==> config.mk <==
export PLATFORM = sky130hd
export DESIGN_NAME = reg_file_param
export DESIGN_NICKNAME = d
export VERILOG_FILES = /design/src/rtl/reg_file_pkg.sv /design/src/rtl/reg_file_param_entry.sv /design/src/rtl/reg_file_param.sv
export SDC_FILE = /design/constraint.sdc
export NUM_CORES = 1
export LEC_CHECK = 0
export CAP_MARGIN = 20
export CORE_MARGIN = 1.5
export CORE_UTILIZATION = 63
export CTS_BUF_LIST = sky130_fd_sc_hd__clkbuf_4 sky130_fd_sc_hd__clkbuf_8
export DETAILED_ROUTE_END_ITERATION = 16
export PLACE_DENSITY = 0.9
export SYNTH_ARGS = -nofsm -noshare
export SYNTH_HDL_FRONTEND = slang
export SYNTH_SLANG_ARGS = --single-unit
export TNS_END_PERCENT = 1
==> constraint.sdc <==
create_clock -name clk -period 23.2 [get_ports clk]
set_input_delay 4.64 -clock clk [delete_from_list [all_inputs] [get_ports clk]]
set_output_delay 4.64 -clock clk [all_outputs]
set_load 0.01 [all_outputs]
==> src/rtl/reg_file_pkg.sv <==
// rtl/reg_file_pkg.sv - shared constants and clear-FSM encoding for the register file
package reg_file_pkg;

  // Clear sequencer state encoding
  localparam logic [0:0] ST_IDLE  = 1'b0;
  localparam logic [0:0] ST_CLEAR = 1'b1;

  // Default geometry
  localparam int DEF_DATA_W = 32;
  localparam int DEF_DEPTH  = 16;

endpackage

==> src/rtl/reg_file_param_entry.sv <==
// rtl/reg_file_param_entry.sv - single register file entry with sync clear and write enable
module reg_entry #(
  parameter int DATA_W = reg_file_pkg::DEF_DATA_W
) (
  input  logic              clk,
  input  logic              rst,
  input  logic              en,
  input  logic              clr,
  input  logic [DATA_W-1:0] d,
  output logic [DATA_W-1:0] q
);

  // Clear has priority over write so the sequencer always leaves a zero behind
  always_ff @(posedge clk or posedge rst) begin
    if (rst) begin
      q <= '0;
    end else if (en) begin
      q <= clr ? '0 : d;
    end
  end

endmodule

==> src/rtl/reg_file_param.sv <==
// rtl/reg_file_param.sv - parametrised 2R1W register file with bypass, zero register and bulk clear
module reg_file_param
  import reg_file_pkg::*;
#(
  parameter int DATA_W   = DEF_DATA_W,
  parameter int DEPTH    = DEF_DEPTH,
  parameter int ADDR_W   = $clog2(DEPTH),
  parameter int ZERO_REG = 0,
  parameter int BYPASS   = 1
) (
  input  logic              clk,
  input  logic              rst,
  input  logic              wrEn,
  input  logic [ADDR_W-1:0] wrIndex,
  input  logic [DATA_W-1:0] dataIn,
  input  logic [ADDR_W-1:0] rd0Index,
  input  logic [ADDR_W-1:0] rd1Index,
  output logic [DATA_W-1:0] dataOut0,
  output logic [DATA_W-1:0] dataOut1,
  input  logic              clrReq,
  output logic              clrBusy,
  output logic              wrAccept
);

  localparam logic [ADDR_W-1:0] LAST_IDX = ADDR_W'(DEPTH - 1);

  logic [0:0]        state;
  logic [ADDR_W-1:0] clr_ptr;
  logic              wr_ok;
  logic [DATA_W-1:0] q [DEPTH];

  assign clrBusy  = (state == ST_CLEAR);
  assign wrAccept = ~clrBusy;
  assign wr_ok    = wrEn & wrAccept;

  // Clear sequencer: walks every entry once, then returns to idle; requests while busy are ignored
  always_ff @(posedge clk or posedge rst) begin
    if (rst) begin
      state   <= ST_IDLE;
      clr_ptr <= '0;
    end else begin
      case (state)
        ST_IDLE: begin
          if (clrReq) begin
            state   <= ST_CLEAR;
            clr_ptr <= '0;
          end
        end
        default: begin
          if (clr_ptr == LAST_IDX) begin
            state <= ST_IDLE;
          end else begin
            clr_ptr <= clr_ptr + ADDR_W'(1);
          end
        end
      endcase
    end
  end

  // One storage entry per index; enable is the decoded write or the sequencer hit
  for (genvar i = 0; i < DEPTH; i++) begin : g_entry
    logic wr_hit;
    logic clr_hit;

    assign wr_hit  = wr_ok && (wrIndex == ADDR_W'(i)) && !((ZERO_REG != 0) && (i == 0));
    assign clr_hit = clrBusy && (clr_ptr == ADDR_W'(i));

    reg_entry #(
      .DATA_W (DATA_W)
    ) u_entry (
      .clk (clk),
      .rst (rst),
      .en  (wr_hit | clr_hit),
      .clr (clr_hit),
      .d   (dataIn),
      .q   (q[i])
    );
  end

  // Read port 0: array read, then forward an accepted write, then force the zero register
  always_comb begin
    dataOut0 = q[rd0Index];
    if ((BYPASS != 0) && wr_ok && (wrIndex == rd0Index)) begin
      dataOut0 = dataIn;
    end
    if ((ZERO_REG != 0) && (rd0Index == '0)) begin
      dataOut0 = '0;
    end
  end

  // Read port 1: same selection as port 0, evaluated independently
  always_comb begin
    dataOut1 = q[rd1Index];
    if ((BYPASS != 0) && wr_ok && (wrIndex == rd1Index)) begin
      dataOut1 = dataIn;
    end
    if ((ZERO_REG != 0) && (rd1Index == '0)) begin
      dataOut1 = '0;
    end
  end

endmodule

==> flow_summary.yaml <==
global_route:
  grt_pass1_wl_um: 135000
  gr-usage-met1_pct: 52.8
  globalRouteTotalUtil_pct: 41.8
  grt_start_max_net_pins: 147
  met2_usage_pct: 60.4
  gr_ovfl_total: 0
  grt_pass1_vias: 22100
  global_route.peak_usage_layer: "met2"
  antenna_found_initial: 2
  use_met3_pct: 16.7
drt:
  final_antenna_net_count: 0
  avgViaCountPerCell: 8.43
  drt_iter0_markers: 3286
  wire_per_inst_um: 36.0
  finalWirelength_um: 89400
  drt_first_pass_iters: 8
  drc: 0
  dr_total_vias: 20900
synthesis:
  mappedNetlistArea_mm2: 0.0267
  yosysUniqueCellTypes: 30
  synth_seq_cells: 517
  yosysSeqAreaShare_pct: 48.4
  synth-edff-count: 0
  synth_flop_cell: "dfrtp_1"
  synthesis.area_per_instance_um2: 14.2
  postSynthNetCount: 1935
  synth.yosys.warnings: 0
  synthCells: 1883
  async_flop_share_pct: 100
worst_setup_path:
  critical_path.most_common_cell: "buf_4"
  timing_worst_setup_path_type: "primary input to output port"
  critPathTopFamily: "buffers and inverters"
  worst_ep_arrival_time_ps: 8300
  startpoint_type: "primary input"
  critical_path.max_stage_delay_ps: 910
  highest_net_fanout_along_the_worst_path: 70
  slowest_stage: "buf_4"
  cp.buffers_inverters: 4
  crit_start: "rd0Index[1]"
  r2r-start: "clrBusy"
  path_cells: "buf_6 -> buf_4 -> xnor2_1 -> nand3_2 -> buf_4 -> mux2_2 -> clkdlybuf4s50_1"
  r2r-end: "g_entry[4].u_entry.q[18]"
  critPathRequiredTime_ps: 18560
  endpoint_kind: "output port"
  reg2reg_setup_slack_ps: 19820
  reg2reg_depth: 7
clocking:
  inserted_clock_buffers: 84
  ctsRootBufferMaster: "clkbuf_8"
  cts_hold_repair.buffers: 0
  path_clk_slew_ps: 50
  tritoncts_clock_tree: "built"
  cts_setup_buffers: 0
  total_of_cells_resized_after_clock_tree_synthesis: 0
  worst_skew_pair.late_latency_ps: 690
  htree_num_levels: 3
  tritoncts_num_sinks: 517
  max-clock-path-buffers: 3
flow_run:
  cap_viol_max_count: 0
timing:
  rsz0062_at_grt: "false"
  hold_viol_final: 0
  final_setup_violation_count: 0
  post_route_minimum_period_ps: 12940
  timing_max_transition_violations_final: 0
  timing.clock.skew_ps: 37.9
  timing.fmax_mhz: 77.3
  worst_pin_slew_ps: 1080
  setup_tns_ps: 0
  max_slew_margin_pct: 27.9
  period_share_pct: 55.8
placement:
  finalWeightedCongestion: 0.836
  port_buffer_count: 113
  place.detailed.instances: 2332
  post-dp-hpwl_um: 46000
power:
  power.share.clock_pct: 29.1
  sw_frac_of_total_pct: 32.9
  p_sw_mw: 1.01
  leakage_nw: 13.4
  seq_power_share_pct: 42.2
  max-vdd-ir-drop_v: 0.0000766
  fin_total_pwr_mw: 3.08
  combinationalPowerShare_pct: 28.7
  internal_power_mw: 2.07
  power_density_mw_per_mm2: 102
finish:
  layoutNonFillerInstCount: 2482
  final_net_count: 1934
  synthToLayoutAreaGrowth_pct: 13.3
  fillerInstances: 2429
  fin_util_pct: 72.3
  layout-drive-gt1-share_pct: 29.4
  final_common_cell: "dfrtp_1"
  num_antenna_cells: 0
  mostFrequentLayoutCells: "dfrtp_1 (516), a22o_1 (512), mux4_2 (258), a22oi_1 (124), clkdlybuf4s50_1 (109)"
floorplan:
  floorplan.initialDensity_pct: 63.8
  fp.coreArea_mm2: 0.0419
  die_w_um: 209
  boundaryPins: 114
  floorplan.die.height_um: 209
  core.rowCount: 75
  fp.dieArea_mm2: 0.0436
min_path:
  hold_start: "g_entry[9].u_entry.q[0]"
  hold_path_depth: 1
  hold_path_class: "flop to flop"
  worstHoldEndpoint: "g_entry[9].u_entry.q[0]"
run_status:
  run_status: "complete, no violations"
## cell usage after synthesis (4+ instances only)
| cell type | instances | area share [%] |
|---|---|---|
| xor2_1 | 6 | 0.20 |
| a21oi_1 | 4 | 0.075 |
| nor2b_1 | 7 | 0.16 |
| a22oi_1 | 124 | 3.5 |
| nand2_1 | 65 | 0.91 |
| a31oi_1 | 14 | 0.33 |
| buf_2 | 55 | 1.0 |
| a22o_1 | 512 | 17 |
| mux2_2 | 65 | 2.7 |
| mux4_2 | 258 | 22 |
| inv_1 | 5 | 0.070 |
| ha_1 | 4 | 0.19 |
| buf_1 | 37 | 0.52 |
| nor3_1 | 6 | 0.11 |
| nor2_1 | 19 | 0.27 |
| dfrtp_1 | 517 | 48 |
| clkbuf_1 | 163 | 2.3 |
## cell type report
cell class                      instances  area (µm²)  area share [%]
Clock buffer                          126        1610            5.32
Clock inverter                         21         268           0.885
Inverter                                5        26.3          0.0869
Multi-Input combinational cell       1106       13100            43.4
Sequential cell                       517       12900            42.8
Tap cell                              539         674            2.23
Timing Repair Buffer                  168        1610            5.34
## worst max path at each step
| stage | cells after the start | endpoint | slack [ps] |
|---|---|---|---|
| finish | 7 | dataOut0[2] | 10260 |
| detailed placement | 7 | dataOut1[5] | 10340 |
| global route | 7 | dataOut1[5] | 10090 |
| CTS | 7 | dataOut1[5] | 10320 |
| floorplan | 1 | clrBusy | 4120 |
| global placement | 7 | dataOut1[5] | 10390 |
## worst register-to-register path: cells and delay by family, from the launching register on
kind	cells	cell delay, ps
buffers and inverters	3	1310
AND/OR/NAND/NOR	2	560
AO/OA/AOI/OAI	2	1110
flip-flops	1	340
## sequential cells by signal, indices dropped and copies added (netlist names)
signal             count
clrBusy                1
g_entry.u_entry.q    512
clr_ptr                4
## routing by layer
layer  part of all wire [%]  routed length, µm
met4                    7.8               7020
met2                     44              39300
met5                  0.095                 85
met3                     16              14200
met1                     32              28900
## cells by family after synthesis
kind of cell,synth area share [%]
compound gates,20.7
xor+xnor,0.295
fa+ha+maj,0.187
buf+inv,3.91
flops,48.4
mux,24.5
simple gates,1.92
## stage by stage
| stage | instance area [µm²] | hold slack, ps | setup WS, ps |
|---|---|---|---|
| floorplan | 26700 | 477 | 4120 |
| finish | 30300 | 515 | 10260 |
| global placement | 28300 | 493 | 10390 |
| global route | 30300 | 529 | 10090 |
| CTS | 30200 | 518 | 10320 |
| detailed placement | 28300 | 497 | 10340 |
## power groups by stage
| stage | logic [mW] | clock network (mW) | registers [mW] |
|---|---|---|---|
| after CTS | 0.859 | 0.894 | 1.29 |
| final | 0.885 | 0.897 | 1.30 |
| after global routing | 0.915 | 0.933 | 1.32 |
| after global placement | 0.820 | 0 | 1.27 |
| after floorplan | 0.579 | 0 | 1.24 |
| after detailed placement | 0.851 | 0 | 1.30 |
Power figures use the tool's default switching activity.
